File: src/rtl/inert_seq.sv
// SPI sequencer for the inertial sensor: power-up wait, four configuration writes,
// then a six-byte pitch/roll/yaw read burst for every data-ready INT.
//
// state    | meaning
// ---------+-----------------------------------------------------------
// PWR      | sensor power-up wait, counter runs to terminal count
// CFG_REQ  | issue one configuration write (wrt pulse)
// CFG_WAIT | configuration write in flight, wait for done
// IDLE     | configured, wait for synchronised INT
// RD_REQ   | issue one data-byte read (wrt pulse)
// RD_WAIT  | data read in flight, wait for done and capture the byte
// VLD      | publish all six bytes and strobe vld
module inert_seq #(
  parameter int PWR_W = 16
) (
  input  logic        clk,
  input  logic        rst,
  input  logic        INT,
  input  logic        done,
  input  logic [15:0] rd_data,
  output logic        wrt,
  output logic [15:0] wt_data,
  output logic        cfg_done,
  output logic [15:0] ptch,
  output logic [15:0] roll,
  output logic [15:0] yaw,
  output logic        vld
);

  typedef enum logic [2:0] {
    PWR, CFG_REQ, CFG_WAIT, IDLE, RD_REQ, RD_WAIT, VLD
  } state_t;

  state_t             state, state_nxt;
  logic [PWR_W-1:0]   pwr_cnt;
  logic [1:0]         cfg_idx;
  logic [2:0]         rd_idx;
  logic [7:0]         hold_b [0:5];
  logic               int_ff1, int_ff2;
  logic               pwr_tc;
  logic [14:0]        cfg_frame;
  logic [15:0]        rd_frame;

  assign pwr_tc   = &pwr_cnt;
  assign rd_frame = {1'b1, 7'h22 + {4'd0, rd_idx}, 8'h00};

  // {addr[6:0], value[7:0]}; entry 0 routes data-ready onto the INT pin
  always_comb begin
    cfg_frame = 15'h0;
    case (cfg_idx)
      2'd0: cfg_frame = {7'h0D, 8'h02};
      2'd1: cfg_frame = {7'h10, 8'h62};
      2'd2: cfg_frame = {7'h11, 8'h4C};
      2'd3: cfg_frame = {7'h14, 8'h60};
      default: cfg_frame = 15'h0;
    endcase
  end

  always_comb begin
    state_nxt = state;
    wrt       = 1'b0;
    wt_data   = 16'h0000;
    case (state)
      PWR:      if (pwr_tc) state_nxt = CFG_REQ;
      CFG_REQ: begin
        wrt       = 1'b1;
        wt_data   = {1'b0, cfg_frame};
        state_nxt = CFG_WAIT;
      end
      CFG_WAIT: begin
        wt_data = {1'b0, cfg_frame};
        if (done) state_nxt = (cfg_idx == 2'd3) ? IDLE : CFG_REQ;
      end
      IDLE:     if (int_ff2) state_nxt = RD_REQ;
      RD_REQ: begin
        wrt       = 1'b1;
        wt_data   = rd_frame;
        state_nxt = RD_WAIT;
      end
      RD_WAIT: begin
        wt_data = rd_frame;
        if (done) state_nxt = (rd_idx == 3'd5) ? VLD : RD_REQ;
      end
      VLD:      state_nxt = IDLE;
      default:  state_nxt = PWR;
    endcase
  end

  always_ff @(posedge clk) begin
    if (rst) begin
      state    <= PWR;
      pwr_cnt  <= '0;
      cfg_idx  <= 2'd0;
      rd_idx   <= 3'd0;
      int_ff1  <= 1'b0;
      int_ff2  <= 1'b0;
      cfg_done <= 1'b0;
      ptch     <= 16'h0000;
      roll     <= 16'h0000;
      yaw      <= 16'h0000;
      vld      <= 1'b0;
      for (int i = 0; i < 6; i++) hold_b[i] <= 8'h00;
    end else begin
      state   <= state_nxt;
      int_ff1 <= INT;
      int_ff2 <= int_ff1;
      vld     <= 1'b0;
      pwr_cnt <= (state == PWR) ? pwr_cnt + 1'b1 : '0;
      case (state)
        PWR: if (pwr_tc) cfg_idx <= 2'd0;
        CFG_WAIT: if (done) begin
          if (cfg_idx == 2'd3) cfg_done <= 1'b1;
          else                 cfg_idx  <= cfg_idx + 2'd1;
        end
        IDLE: if (int_ff2) rd_idx <= 3'd0;
        RD_WAIT: if (done) begin
          hold_b[rd_idx] <= rd_data[7:0];
          if (rd_idx != 3'd5) rd_idx <= rd_idx + 3'd1;
        end
        // outputs move only here so a triple never mixes two bursts
        VLD: begin
          ptch <= {hold_b[1], hold_b[0]};
          roll <= {hold_b[3], hold_b[2]};
          yaw  <= {hold_b[5], hold_b[4]};
          vld  <= 1'b1;
        end
        default: ;
      endcase
    end
  end

endmodule

File: config.mk
export PLATFORM = sky130hd
export DESIGN_NAME = inert_seq
export DESIGN_NICKNAME = d
export VERILOG_FILES = /design/src/rtl/inert_seq.sv
export SDC_FILE = /design/constraint.sdc
export NUM_CORES = 1
export LEC_CHECK = 0
export ABC_CLOCK_PERIOD_IN_PS = 2200
export CAP_MARGIN = 15
export CELL_PAD_IN_SITES_DETAIL_PLACEMENT = 1
export CELL_PAD_IN_SITES_GLOBAL_PLACEMENT = 2
export CORE_UTILIZATION = 34
export CTS_BUF_LIST = sky130_fd_sc_hd__clkbuf_4 sky130_fd_sc_hd__clkbuf_8
export DETAILED_ROUTE_END_ITERATION = 10
export PLACE_DENSITY = 0.84
export REMOVE_ABC_BUFFERS = 1
export SYNTH_ARGS = -nofsm -noshare
export SYNTH_HDL_FRONTEND = slang
export SYNTH_SLANG_ARGS = --single-unit
File: constraint.sdc
create_clock -name clk -period 2.2 [get_ports clk]
set_input_delay 0.22 -clock clk [delete_from_list [all_inputs] [get_ports clk]]
set_output_delay 0.22 -clock clk [all_outputs]
set_load 0.01 [all_outputs]
==> metrics <==
clock sink count 124; post-DR vias/cell 4.77; most frequent cells in the layout 113 x nand2_1, 73 x dfxtp_1, 66 x nor2_1; register area share after synthesis 59.6%; CTS Hold Bufs 0; # DRC 0; Peak VDD IR 0.436 mV; power per cell area 710 nW/um^2; EDFF count, synth 48; Non-Filler Instances 787; average size of a mapped cell 9.75 um^2; pre-CTS WS 0.0139 ns; nets@finish 622; Max FO, Critical Path 11; RSZ-0062 raised after global routing false; FFs w/ async S/R, synth 0%; fin worst setup slack 0.187 ns; WL final 12,100 um; Req. time, crit path 1.98 ns; Power, Total 0.00450 W; clk_skew 0.00994 ns; GRT Util Overall 17.4%; FF/Latch Area 2970 um^2; initial antenna violation count 0; die area 15,100 um^2; global-route wire length before repair 19,600 um; dpl hpwl 8420 um; Lkg Pwr 2.33 nW; Die Y 123 um; WL/cell 15.4 um; Layout area overhead 27.5%; Mapped Area 4970 um^2; kind of critical path flip-flop to output port; CORE AREA 14,100 um^2; hold_ws 0.320 ns; startpoint types flip-flop; Setup TNS Final 0 ns; Port Buffer Count 74; vias in the first global route 3,944; DRT Pass-1 Iters 4; Final Hold Vio Count 0; Initial Util 35.3%; Root Buffer Master clkbuf_8; register bit total from synthesis 124; count of cell types in the netlist 50; crit-path max cell delay 0.56 ns; CTS tree built; die width 123 um; Max Buffers Root-to-Sink 2; I/O Pins 87; crit path cell chain buf_4 -> xnor2_1 -> nor2_1 -> clkdlybuf4s50_1; Critical Path Slowest Stage Cell clkdlybuf4s50_1; share of cells above drive strength 1 10.7%; endpoints failing setup 0; Arrival @ worst endpoint 1.79 ns; H-tree levels 4; Inserted Clock Buffers 17; fillers 1,604; Vias 3,754; Clk Latency, worst-skew pair 0.44 ns; Post-Synthesis Cells 510; grt total ovfl 0; highest clock rate 0.497 GHz; Detailed Route Iter0 Violations 145; outcome completed; antenna-violating nets left 0; commonest non-fill, non-tap cell in the layout nand2_1; Final GP Congestion 0.777; Inst Count DP 755; predominant post-synthesis flop cell dfxtp_1; crit path capture type output port; yosys warns 0; CTS clk-pin slew, worst paths 0.07 ns; number of antenna diodes 0; Hold Path Class input pin to flip-flop; Setup Fix Bufs, Post-CTS 0; Max-Cap Viols 0; FP Rows 43; Max Slew Vio Count 0; largest net degree at the start of global routing 41; Final period util 91.5%; multi-input logic area 1790 um^2; CTS resizes 10; Tmin final 2.01 ns
-- flip-flops by register name (all words and copies together) (netlist names) --
register	count
rd_idx	3
hold_b	48
roll	16
int_ff2	1
vld	1
yaw	16
int_ff1	1
cfg_done	1
state	3
cfg_idx	2
pwr_cnt	16
ptch	16
-- cells by family (layout without fill, tap and decap cells) --
kind of cell | after synthesis | count (layout) | share of synthesized area [%]
xor gates and xnor gates | 12 | 12 | 2.11
other | 1 | 4 | 0.0754
adders and majority gates | 8 | 8 | 2.01
buffers and inverters | 51 | 145 | 4.83
AOI/OAI and AO/OA | 78 | 78 | 8.78
DFF | 124 | 124 | 59.6
muxes | 4 | 4 | 0.805
and+or+nand+nor | 232 | 232 | 21.8
-- path summary, 6_finish.rpt --
path | from | to | slack [ns] | depth (start not counted)
min reg2reg | int_ff1 | int_ff2 | 0.44 | 1
max | state[2] | wrt | 0.19 | 4
max reg2reg | rd_idx[1] | rd_idx[1] | 0.34 | 6
min | rst | int_ff1 | 0.32 | 3
-- worst max-delay path, delay by kind of cell, from the launching register on --
family                    cells  cell delay, ns
buffers and inverters         2            0.77
and+or+nand+nor               1            0.09
DFF                           1            0.41
xor gates and xnor gates      1            0.08
-- synthesized netlist by cell type (2+ instances only) --
cell type    n  area share (%)
dfxtp_1     76              31
nor4_1       4            0.50
nor3_1       2            0.20
xor2_1       4            0.70
nand4_1      3            0.38
xnor2_1      8             1.4
nand2_1    113             8.5
and3_1       3            0.38
a41oi_1      2            0.35
inv_1       19             1.4
nor2b_1      2            0.25
a211oi_1     2            0.30
edfxtp_1    48              29
buf_4        8             1.2
mux2i_1      4            0.80
or3_1        3            0.38
nand2b_1    10             1.3
o21bai_1     2            0.30
buf_2        9            0.91
nor2_1      66             5.0
clkbuf_1    13            0.98
nand4_2      3            0.75
nand3_1      8            0.80
nand4_4      2            0.86
nand4b_1     3            0.53
ha_1         8             2.0
o21ai_0      8            0.80
a21oi_1     55             5.5
-- through the flow --
| stage | util [%] | instance area [um^2] |
|---|---|---|
| after floorplan | - | 4820 |
| after global placement | 42.1 | 5940 |
| after detailed placement | 42.1 | 5940 |
| after CTS | 44.9 | 6340 |
| after global routing | 45.0 | 6340 |
| final | 45.0 | 6340 |
-- layer usage --
metal	track usage [%]	up-vias	wire length, um
met5	0	-	0
met4	7.62	0	209
met3	4.20	15	471
met2	29.7	77	6000
met1	20.8	1791	5440
li1	-	1871	-
-- final cells by class --
class | count | area share, %
multi-input cells | 338 | 28.2
flip-flops and latches | 124 | 46.8
repair buffers | 93 | 14.0
well taps | 180 | 3.55
inverters | 20 | 1.18
clock inverters | 11 | 1.83
clock buffers | 21 | 4.46
-- power breakdown --
| group | switching [W] | internal (W) | leakage (nW) | total [W] |
|---|---|---|---|---|
| Sequential | 0.0000158 | 0.00241 | 1.11 | 0.00243 |
| Clock | 0.000882 | 0.00110 | 0.201 | 0.00198 |
| Combinational | 0.0000562 | 0.0000333 | 1.02 | 0.0000895 |
Note: power is estimated with default switching activity, not from simulation.
==> patch, RTL diff (config.mk and constraints unchanged) <==
Put a register stage on the output `wt_data`, with the module's reset. The value now appears one clock later. The other outputs are not delayed to match.
--- a/src/rtl/inert_seq.sv
+++ b/src/rtl/inert_seq.sv
@@ -33,2 +33,4 @@
 
+  logic [15:0] wt_data_d;
+
   state_t             state, state_nxt;
@@ -61,3 +63,3 @@
     wrt       = 1'b0;
-    wt_data   = 16'h0000;
+    wt_data_d = 16'h0000;
     case (state)
@@ -66,3 +68,3 @@
         wrt       = 1'b1;
-        wt_data   = {1'b0, cfg_frame};
+        wt_data_d = {1'b0, cfg_frame};
         state_nxt = CFG_WAIT;
@@ -70,3 +72,3 @@
       CFG_WAIT: begin
-        wt_data = {1'b0, cfg_frame};
+        wt_data_d = {1'b0, cfg_frame};
         if (done) state_nxt = (cfg_idx == 2'd3) ? IDLE : CFG_REQ;
@@ -76,3 +78,3 @@
         wrt       = 1'b1;
-        wt_data   = rd_frame;
+        wt_data_d = rd_frame;
         state_nxt = RD_WAIT;
@@ -80,3 +82,3 @@
       RD_WAIT: begin
-        wt_data = rd_frame;
+        wt_data_d = rd_frame;
         if (done) state_nxt = (rd_idx == 3'd5) ? VLD : RD_REQ;
@@ -131,2 +133,10 @@
 
+  always_ff @(posedge clk) begin
+    if (rst) begin
+      wt_data <= '0;
+    end else begin
+      wt_data <= wt_data_d;
+    end
+  end
+
 endmodule
Behaviour: no difference found for any inputs over 10 cycles, from zero or initial values and one cycle with rst high; that may be too few to reach the edited logic, so the function may still have changed.
==> patch against the original RTL <==
  * The run now ends with DRC left
  * Worst setup slack got worse by 51 ps
  * Clock skew rose by 1.9 ps
  * Sequential cell count rose by 9
  * Maximum frequency fell by 2.5%
  * Non-clock buffer count fell by 4
  * Synthesized area rose by 3.9%
  * Power rose by 12%
  * Count of clock-buffer cells in the layout rose by 1
  * Critical path depth did not move
  * Routed wire length fell by 1.0%
  * Design area rose by 3.6%
  * Cell count rose by 1.9%
  * Combinational power barely moved
  * Register-to-register slack improved by 70 ps
==> patch: results (changes against the original RTL) <==
| Metric | Value |
|---|---|
| Met1 GRT Util | 18.7% (was 20.8%) |
| Top cells by area, synth | dfxtp_1, edfxtp_1, nand2_1, a21oi_1, nor2_1 (unchanged) |
| Reg2Reg Setup Slack | 410 ps (was 340 ps) |
| Largest net degree at the start of global routing | 71 (was 41) |
| Worst r2r src | state[1]$_SDFFE_PP0P_ (was rd_idx[1]$_SDFFE_PP0P_) |
| Synth Area per Inst | 9.81 um^2 (was 9.75 um^2) |
| Met3 Use GR | 5.05% (was 4.20%) |
| Peak supply drop | 586 uV (was 436 uV) |
| Failing checks | DRC |
| WL final | 12.0 mm (was 12.1 mm) |
| Post-DP HPWL | 8.21 mm (was 8.42 mm) |
| Worst Hold Path EP | wt_data[9]$_SDFF_PP0_ (was int_ff1$_SDFF_PP0_) |
| Commonest cells in the netlist | nand2_1, dfxtp_1, nor2_1, a21oi_1, edfxtp_1 (unchanged) |
| Status | finished, violations left (was completed) |
| CTS resizes | 0 (was 10) |
| Netlist cell types | 53 (was 50) |
| Vias in the first global route | 3,946 (was 3,944) |
| # fillers | 1,599 (was 1,604) |
| Drt pass-1 iters | 10 (was 4) |
| First-pass GRT wire length | 19.5 mm (was 19.6 mm) |
| GRT met2 Usage | 28.0% (was 29.7%) |
| Iter 0 DRT Violations | 243 (was 145) |
| Worst R2R Path Depth | 4 (was 6) |
| DRC viols | 9 (was 0) |
| GRT Total Usage | 16.1% (was 17.4%) |
| Register area share after synthesis | 60.8% (was 59.6%) |
-- patch: changes by cell type after synthesis, moves of 4 or more --
cell      change
dfxtp_1       +9
mux2i_1       -4
nand2b_1      -4
xor2_1        +4
-- patch: how the worst max path moves through the flow --
stage                                     start                    endpoint  depth (start not counted)
after floorplan           state[1]$_SDFFE_PP0P_        ptch[0]$_SDFFE_PP0P_                          4
after global placement                     done  hold_b[3][0]$_SDFFCE_PN0P_                          5
after detailed placement                   done  hold_b[3][4]$_SDFFCE_PN0P_                          6
after CTS                 state[0]$_SDFFE_PP0P_                         wrt                          4
after global routing      state[0]$_SDFFE_PP0P_                         wrt                          4
final                     state[0]$_SDFFE_PP0P_                         wrt                          4
-- patch: layout make-up --
cell class	instances	area (um^2)	share of cell area, %
Multi-Input combinational cell	344	1790	27.2
Clock buffer	22	278	4.23
Tap cell	184	230	3.50
Sequential cell	133	3140	47.8
Inverter	20	77.6	1.18
Clock inverter	10	180	2.74
Timing Repair Buffer	89	873	13.3
-- patch: power by group through the flow --
stage | sequential, mW | clock, mW | combinational [mW]
finish | 2.59 | 2.36 | 0.0897
global route | 2.59 | 2.52 | 0.0988
CTS | 2.59 | 2.40 | 0.0912
detailed placement | 2.65 | 0 | 0.0906
global placement | 2.65 | 0 | 0.0858
floorplan | 2.64 | 0 | 0.0339
-- patch: metal layers --
metal | vias to the layer above | share of wire (%)
met4 | 0 | 0.81
met5 | - | 0
met2 | 77 | 50
met1 | 1897 | 45
met3 | 9 | 3.9
li1 | 1905 | -
-- patch: per-stage QoR --
step                worst slack [ps]  utilization (%)
global placement                 245             41.6
detailed placement               165             41.6
CTS                             70.3             44.7
finish                           136             44.7
floorplan                       -233                -
global route                    3.23             44.7
-- patch: cells by family after synthesis --
| kind of cell | after synthesis | share of synthesized area, % |
|---|---|---|
| xor gates and xnor gates | 14 | 2.37 |
| adders and majority gates | 8 | 1.94 |
| and+or+nand+nor | 236 | 20.8 |
| AOI/OAI and AO/OA | 82 | 8.96 |
| DFF | 133 | 60.8 |
| other | 1 | 0.0726 |
| buffers and inverters | 53 | 5.01 |
-- patch: worst min-delay path, stage by stage --
cell	delay, ps
buf_2	130
or3b_4	190
nor2_1	60
